[src/rtl/video_pixel_serializer.sv]
// video_pixel_serializer
// Shifts bitmap/attribute byte pairs out at the 7 MHz pixel rate (one pixel
// every four clk28 cycles), applies border, blanking and FLASH, and resolves
// each pixel to a registered 3-3-2 RGB code plus a temporal dither strobe.
// Optional build macro: ULAPLUS_EN adds a 64x8 palette colour path.
module video_pixel_serializer (
  input  logic       clk28,
  input  logic       rst,
  input  logic       load,
  input  logic [7:0] bitmap,
  input  logic [7:0] attr,
  input  logic [2:0] border,
  input  logic       screen_active,
  input  logic       blank,
  input  logic       frame_start,
  input  logic       pal_wr,
  input  logic [5:0] pal_addr,
  input  logic [7:0] pal_data,
  input  logic       ulaplus_mode,
  output logic [2:0] r,
  output logic [2:0] g,
  output logic [1:0] b,
  output logic       strobe
);

  // Intensity for one red/green channel of a GRB index.
  function automatic logic [2:0] level3(input logic lit, input logic bright);
    logic [2:0] lvl;
    if (!lit) begin
      lvl = 3'b000;
    end else if (bright) begin
      lvl = 3'b111;
    end else begin
      lvl = 3'b101;
    end
    return lvl;
  endfunction

  // Intensity for the blue channel of a GRB index.
  function automatic logic [1:0] level2(input logic lit, input logic bright);
    logic [1:0] lvl;
    if (!lit) begin
      lvl = 2'b00;
    end else if (bright) begin
      lvl = 2'b11;
    end else begin
      lvl = 2'b10;
    end
    return lvl;
  endfunction

  logic [1:0] phase_q, phase_d;
  logic [7:0] shift_q, shift_d;
  logic [7:0] attr_q, attr_d;
  logic       area_q, area_d;
  logic       blank_q, blank_d;
  logic [4:0] flash_cnt_q, flash_cnt_d;
  logic       pix_par_q, pix_par_d;
  logic       frame_par_q, frame_par_d;
  logic [2:0] r_q, r_d;
  logic [2:0] g_q, g_d;
  logic [1:0] b_q, b_d;
  logic       strobe_q, strobe_d;

  logic       pix_ce_s;
  logic       out_en_s;
  logic [2:0] ink_s;
  logic [2:0] paper_s;
  logic [2:0] idx_s;
  logic       bright_s;
  logic [2:0] col_r_s;
  logic [2:0] col_g_s;
  logic [1:0] col_b_s;

  assign pix_ce_s = (phase_q == 2'd3);
  // Outputs are refreshed in the cycle after pix_ce, so they track the shifter
  // state that was just loaded or shifted.
  assign out_en_s = (phase_q == 2'd0);

  // Pixel-rate divider, shifter/flag loading, FLASH counter and parity next state.
  always_comb begin
    phase_d     = phase_q + 2'd1;
    shift_d     = shift_q;
    attr_d      = attr_q;
    area_d      = area_q;
    blank_d     = blank_q;
    pix_par_d   = pix_par_q;
    if (pix_ce_s) begin
      pix_par_d = ~pix_par_q;
      area_d    = screen_active;
      blank_d   = blank;
      if (load) begin
        shift_d = bitmap;
        attr_d  = attr;
      end else begin
        // Zero fill: once all eight bits are out the cell shows paper.
        shift_d = {shift_q[6:0], 1'b0};
      end
    end else begin
      pix_par_d = pix_par_q;
    end
    if (frame_start) begin
      flash_cnt_d = flash_cnt_q + 5'd1;
      frame_par_d = ~frame_par_q;
    end else begin
      flash_cnt_d = flash_cnt_q;
      frame_par_d = frame_par_q;
    end
  end

  // Standard colour resolve: FLASH swap, border/blank selection, level map.
  always_comb begin
    ink_s    = attr_q[2:0];
    paper_s  = attr_q[5:3];
    idx_s    = 3'b000;
    bright_s = 1'b0;
    if (attr_q[7] && flash_cnt_q[4]) begin
      ink_s   = attr_q[5:3];
      paper_s = attr_q[2:0];
    end else begin
      ink_s   = attr_q[2:0];
      paper_s = attr_q[5:3];
    end
    if (blank_q) begin
      idx_s    = 3'b000;
      bright_s = 1'b0;
    end else if (!area_q) begin
      idx_s    = border;
      bright_s = 1'b0;
    end else begin
      idx_s    = shift_q[7] ? ink_s : paper_s;
      bright_s = attr_q[6];
    end
    col_g_s = level3(idx_s[2], bright_s);
    col_r_s = level3(idx_s[1], bright_s);
    col_b_s = level2(idx_s[0], bright_s);
  end

`ifdef ULAPLUS_EN
  logic [7:0] pal_q [0:63];
  logic [5:0] pal_idx_s;
  logic [7:0] pal_ent_s;

  // Palette register file; written in any cycle, deliberately not reset.
  always_ff @(posedge clk28) begin
    if (pal_wr) begin
      pal_q[pal_addr] <= pal_data;
    end
  end

  // Palette index selection; FLASH swap and bright do not apply here.
  always_comb begin
    pal_idx_s = 6'd0;
    if (!area_q) begin
      pal_idx_s = {3'b001, border};
    end else if (shift_q[7]) begin
      pal_idx_s = {attr_q[7:6], 1'b0, attr_q[2:0]};
    end else begin
      pal_idx_s = {attr_q[7:6], 1'b1, attr_q[5:3]};
    end
  end

  // Read sees the pre-write contents when a write hits the same entry.
  assign pal_ent_s = pal_q[pal_idx_s];

  // Output next state: palette or standard colour, held between pixel updates.
  always_comb begin
    r_d      = r_q;
    g_d      = g_q;
    b_d      = b_q;
    strobe_d = strobe_q;
    if (out_en_s) begin
      strobe_d = pix_par_q ^ frame_par_q;
      if (ulaplus_mode) begin
        if (blank_q) begin
          r_d = 3'b000;
          g_d = 3'b000;
          b_d = 2'b00;
        end else begin
          g_d = pal_ent_s[7:5];
          r_d = pal_ent_s[4:2];
          b_d = pal_ent_s[1:0];
        end
      end else begin
        r_d = col_r_s;
        g_d = col_g_s;
        b_d = col_b_s;
      end
    end else begin
      strobe_d = strobe_q;
    end
  end
`else
  logic unused_pal_s;
  assign unused_pal_s = ^{pal_wr, pal_addr, pal_data, ulaplus_mode};

  // Output next state: standard colour, held between pixel updates.
  always_comb begin
    r_d      = r_q;
    g_d      = g_q;
    b_d      = b_q;
    strobe_d = strobe_q;
    if (out_en_s) begin
      r_d      = col_r_s;
      g_d      = col_g_s;
      b_d      = col_b_s;
      strobe_d = pix_par_q ^ frame_par_q;
    end else begin
      strobe_d = strobe_q;
    end
  end
`endif

  // State and output registers with synchronous reset.
  always_ff @(posedge clk28) begin
    if (rst) begin
      phase_q     <= 2'd0;
      shift_q     <= 8'h00;
      attr_q      <= 8'h00;
      area_q      <= 1'b0;
      blank_q     <= 1'b1;
      flash_cnt_q <= 5'd0;
      pix_par_q   <= 1'b0;
      frame_par_q <= 1'b0;
      r_q         <= 3'b000;
      g_q         <= 3'b000;
      b_q         <= 2'b00;
      strobe_q    <= 1'b0;
    end else begin
      phase_q     <= phase_d;
      shift_q     <= shift_d;
      attr_q      <= attr_d;
      area_q      <= area_d;
      blank_q     <= blank_d;
      flash_cnt_q <= flash_cnt_d;
      pix_par_q   <= pix_par_d;
      frame_par_q <= frame_par_d;
      r_q         <= r_d;
      g_q         <= g_d;
      b_q         <= b_d;
      strobe_q    <= strobe_d;
    end
  end

  assign r      = r_q;
  assign g      = g_q;
  assign b      = b_q;
  assign strobe = strobe_q;

endmodule

[config.mk]
export PLATFORM = sky130hd
export DESIGN_NAME = video_pixel_serializer
export DESIGN_NICKNAME = d
export VERILOG_FILES = /design/src/rtl/video_pixel_serializer.sv
export SDC_FILE = /design/constraint.sdc
export NUM_CORES = 1
export LEC_CHECK = 0
export BUFFER_PORTS_ARGS = -buffer_cell sky130_fd_sc_hd__buf_2
export CAP_MARGIN = 20
export CORE_ASPECT_RATIO = 1.2
export CORE_UTILIZATION = 40
export DETAILED_ROUTE_END_ITERATION = 10
export PLACE_DENSITY = 0.66
export SYNTH_ARGS = -nofsm -noshare
export SYNTH_HDL_FRONTEND = slang
export SYNTH_SLANG_ARGS = --single-unit
[constraint.sdc]
create_clock -name clk28 -period 1.5 [get_ports clk28]
set_input_delay 0.3 -clock clk28 [delete_from_list [all_inputs] [get_ports clk28]]
set_output_delay 0.3 -clock clk28 [all_outputs]
set_load 0.03 [all_outputs]
* After elaboration in Yosys (flattened, before gate mapping)
Index checks and enable logic that the tools add are counted.
** Cells by class
- Reduce and logical (&&, ||, !) cells :: 3
- Magnitude comparators :: 0
- Multipliers :: 0
- Shift operators :: 0
- Eq/ne operators :: 1
- Divide/modulo/power cells :: 0
- $add $sub $neg :: 2
- Mux-type cells :: 13
- Bitwise operators :: 3
** Operators by type and width (number)
- two-way mux 3 bit :: 7
- two-way mux 8 bit :: 1
- adder 5 x 1 -> 5 bit, second input constant :: 1
- two-way mux 2 bit :: 2
- two-way mux 1 bit :: 3
- adder 2 x 1 -> 2 bit, second input constant :: 1
- equality test 2 bit, second input constant :: 1
- zero test 2 bit :: 1
- NOT 1 bit :: 2
- AND reduction 2 bit :: 1
- logical AND 1 bit :: 1
- bitwise XOR 1 bit :: 1
** Storage, ports and cells
- Input bits :: 41
- Flip-flop bits (word level) :: 36
- Memory bits (read-only) :: 0
- Memories :: 0
- Bits in writable memories :: 0
- Output and inout port bits :: 9
- Word-level logic and storage cells :: 34
- Latch bits :: 0

* Logic depth before layout (Yosys ltp)
- Depth in word-level cells :: 6
- Gate-level depth with buffers :: 6

* Least setup slack after synthesis
Ideal clock, no wire load.
- Path type :: register to register
- Start :: register phase_q[0]
- End :: register g_q[1] (netlist: g[1])
- Arrival :: 1149 ps
- Period minus slack after synthesis :: 1217 ps
- Slack :: 283 ps
- Cell stages (with the launch flop) :: 6
- Cells stage by stage :: dfxtp_1 inv_1 ha_1 nand2b_2 or3_4 o21ai_1
** On the way
- Cells in the longest elaborated chain, start to end :: 1
** Ends and longest elaborated chain
- start, declared :: line 52 : logic [1:0] phase_q, phase_d;
- start signal, assigned :: line 230 : phase_q <= phase_d;
- zero test 2 bit :: line 78 : assign out_en_s = (phase_q == 2'd0);
- end signal, assigned :: line 239 : g_q <= g_d;
- end, declared :: line 61 : logic [2:0] g_q, g_d;
Every way passes these cells.
A chain may end at the register's enable or synchronous reset.

* Final worst setup path
- Start :: register phase_q[0]
- End :: register r_q[1] (netlist: r[1])
** On the way
- Cells in the longest elaborated chain, start to end :: 1
** Ends and longest elaborated chain
- zero test 2 bit :: line 78
- end signal, assigned :: line 238 : r_q <= r_d;
- end, declared :: line 60 : logic [2:0] r_q, r_d;
Every way passes these cells.

==> results.json <==
{
  "fp-row-count": 23,
  "area_growth_pct": 18.1,
  "pin_count": 50,
  "regToRegStartpoint": "phase_q[0]",
  "cts_tree": "built",
  "grt_pass1_wl_um": 4740,
  "arrival_ns": 1.55,
  "critical_path.max_stage_delay_ns": 0.38,
  "power_density_nw_per_um2": 1060,
  "required_ns": 1.71,
  "cp-end-kind": "register",
  "htreeDepth": 2,
  "ys_seq_elements": 34,
  "synth_cell_type_count": 24,
  "final_nets": 231,
  "first_pass_iters": 4,
  "slew_violations": 0,
  "cp.buffers_inverters": 1,
  "worst_pin_slew_ns": 0.368,
  "critPathMaxFanout": 7,
  "yosys_warnings": 0,
  "fin_crit_sh_pct": 88.9,
  "first_global_vias": 1084,
  "holdPathEnd": "blank_q",
  "min_path_type": "input pin to register",
  "finalCriticalPeriod_ns": 1.33,
  "die_w_um": 56.6,
  "num_antenna_cells": 0,
  "max-vdd-ir-drop_mv": 0.862,
  "criticalPathCategory": "register to register",
  "hp-start": "blank",
  "yosysSeqAreaShare_pct": 47.6,
  "dieArea_sq_um": 3820,
  "min_path_cells": 2,
  "p_leak_nw": 0.702,
  "fmax_ghz": 0.750,
  "cpLargestDelayFamily": "simple AND/OR/NAND/NOR gates",
  "r2r_end": "r[1]",
  "fillCellCount": 322,
  "drt_iter0_drc": 29,
  "cp-start-kind": "register",
  "dr_total_vias": 1117,
  "hold_viol_final": 0,
  "grt_antenna_before_repair": 0,
  "remaining_drc_errors": 0,
  "vias_per_cell": 4.99,
  "finalWirelength_um": 2680,
  "clkSlewWorstSetupHoldPaths_ns": 0.07,
  "start_util_pct": 42.5,
  "die_h_um": 67.5,
  "portBuffers": 33,
  "path_cells": "inv_1 > ha_2 > nand2b_2 > or3_4 > o21ai_1",
  "ant_nets": 0,
  "multi_input_comb_area_sq_um": 677,
  "coreArea_sq_um": 3370,
  "dpl.hpwl_um": 1960,
  "drive_above_1_share_pct": 26.7,
  "cts_sinks": 34,
  "stdcell_count": 224,
  "syn_inst": 156,
  "syn-num-nets": 200,
  "cts_max_path_buffers": 2,
  "avgSynthCellArea_sq_um": 9.18,
  "grt_start_max_net_pins": 33,
  "track_usage_pct": 16.2,
  "slew_headroom_pct": 75.5,
  "gp_congestion": 0.737,
  "seq_area_sq_um": 681,
  "worstSkewPairLatency_ns": 0.28,
  "cp_slowest_cell": "or3_4",
  "grt_setup_unrepaired": "false",
  "maxCapViolCount": 0,
  "p_total_mw": 1.79,
  "root_buffer": "clkbuf_8",
  "r2r_setup_slack_ns": 0.17,
  "setup_viol": 0,
  "clock_skew_ns": 0.00919,
  "place_inst": 217,
  "wire_per_inst_um": 12.0,
  "ff2ff_path_depth": 5,
  "syn_area_sq_um": 1430,
  "cts_buffers": 5,
  "outcome": "completed",
  "tns_ns": 0,
  "overflow": 0
}
## worst reg2reg max path, delay by kind of cell (launching register included)
| family | cells | cell delay, ns |
|---|---|---|
| fa+ha+maj | 1 | 0.25 |
| buf+inv | 1 | 0.06 |
| simple gates | 2 | 0.49 |
| flops | 1 | 0.33 |
| compound gates | 1 | 0.14 |
## Yosys cell counts, drive strengths merged
cell type  instances  area, sq um
a211o              1         8.76
mux2i             12          120
a211oi             8         60.1
nor2              21         78.8
a31oi              3         18.8
or3                1         11.3
nand2             15         56.3
ha                 3         37.5
dfxtp             34          681
clkbuf             1         3.75
xor2               4         42.6
buf               11         65.1
xnor2              4         35.0
nand2b             8         60.1
nand3              9         45.0
nor2b              2         12.5
a21oi              9         45.0
nand4              2         12.5
o21ai              6         30.0
inv                2         7.51
## power breakdown
group	leakage (nW)	internal, mW	total (mW)	switching (mW)
registers	0.276	0.941	0.966	0.0251
logic	0.382	0.0967	0.200	0.103
clock network	0.0438	0.311	0.621	0.310
## routing by layer
metal	vias to the layer above	GRT usage [%]	routed length, um
li1	582	-	-
met1	497	19.4	1200
met2	32	25.9	1280
met3	6	5.17	136
met4	0	8.84	61
met5	-	0	0
## sequential cells by signal (all words and copies together) (netlist names), 2 cells and up
| signal | cells |
|---|---|
| attr_q | 8 |
| b | 2 |
| flash_cnt_q | 5 |
| g | 2 |
| phase_q | 2 |
| r | 2 |
| shift_q | 8 |
## layout make-up
type / count / share of cell area (%)
Clock buffer: 5 / 4.07
Clock inverter: 2 / 0.592
Inverter: 2 / 0.444
Multi-Input combinational cell: 108 / 40.0
Sequential cell: 34 / 40.3
Tap cell: 37 / 2.74
Timing Repair Buffer: 36 / 11.8
## layout by cell type (no fill, tap or decap), drive strengths merged, types with 3 or more instances in the layout
master and count:
nand2b 8, xor2 4, clkbuf 5, nor2 21, a21oi 9, mux2i 12
ha 3, xnor2 4, nand3 9, a211oi 8, dfxtp 34, a31oi 3
o21ai 6, buf 36, nand2 15
## stage by stage
step,hold slack (ns),utilization [%],setup WS [ns],area (sq um)
floorplan,0.417,-,0.283,1430
global placement,0.426,47.8,0.163,1610
detailed placement,0.450,47.8,0.0892,1610
CTS,0.232,50.1,0.0727,1690
global route,0.235,50.2,0.0816,1690
finish,0.238,50.2,0.166,1690
## how the worst max path moves through the flow
stage / start / to / slack, ns / cells after the start
3_5_place_dp: phase_q[0] / r[1] / 0.09 / 5
2_1_floorplan: phase_q[0] / g[1] / 0.28 / 5
6_report: phase_q[0] / r[1] / 0.17 / 5
4_1_cts: phase_q[0] / r[1] / 0.07 / 5
3_3_place_gp: phase_q[0] / b[0] / 0.16 / 5
5_1_grt: phase_q[0] / r[1] / 0.08 / 5
## repair_timing
action	CTS	global route
setup endpoints to repair	0	1
setup buffers	0	0
resized for setup	0	1
hold buffers	0	0
## logic make-up (layout without fill, tap and decap cells)
kind of cell / Yosys count / in the layout / share of synthesized area (%)
and+or+nand+nor: 58 / 58 / 19.3
DFF: 34 / 34 / 47.6
AOI/OAI and AO/OA: 27 / 27 / 11.4
buffers and inverters: 14 / 45 / 5.33
muxes: 12 / 12 / 8.39
xor gates and xnor gates: 8 / 8 / 5.42
adders and majority gates: 3 / 3 / 2.62
No activity file was read; power rests on OpenSTA's default activity.
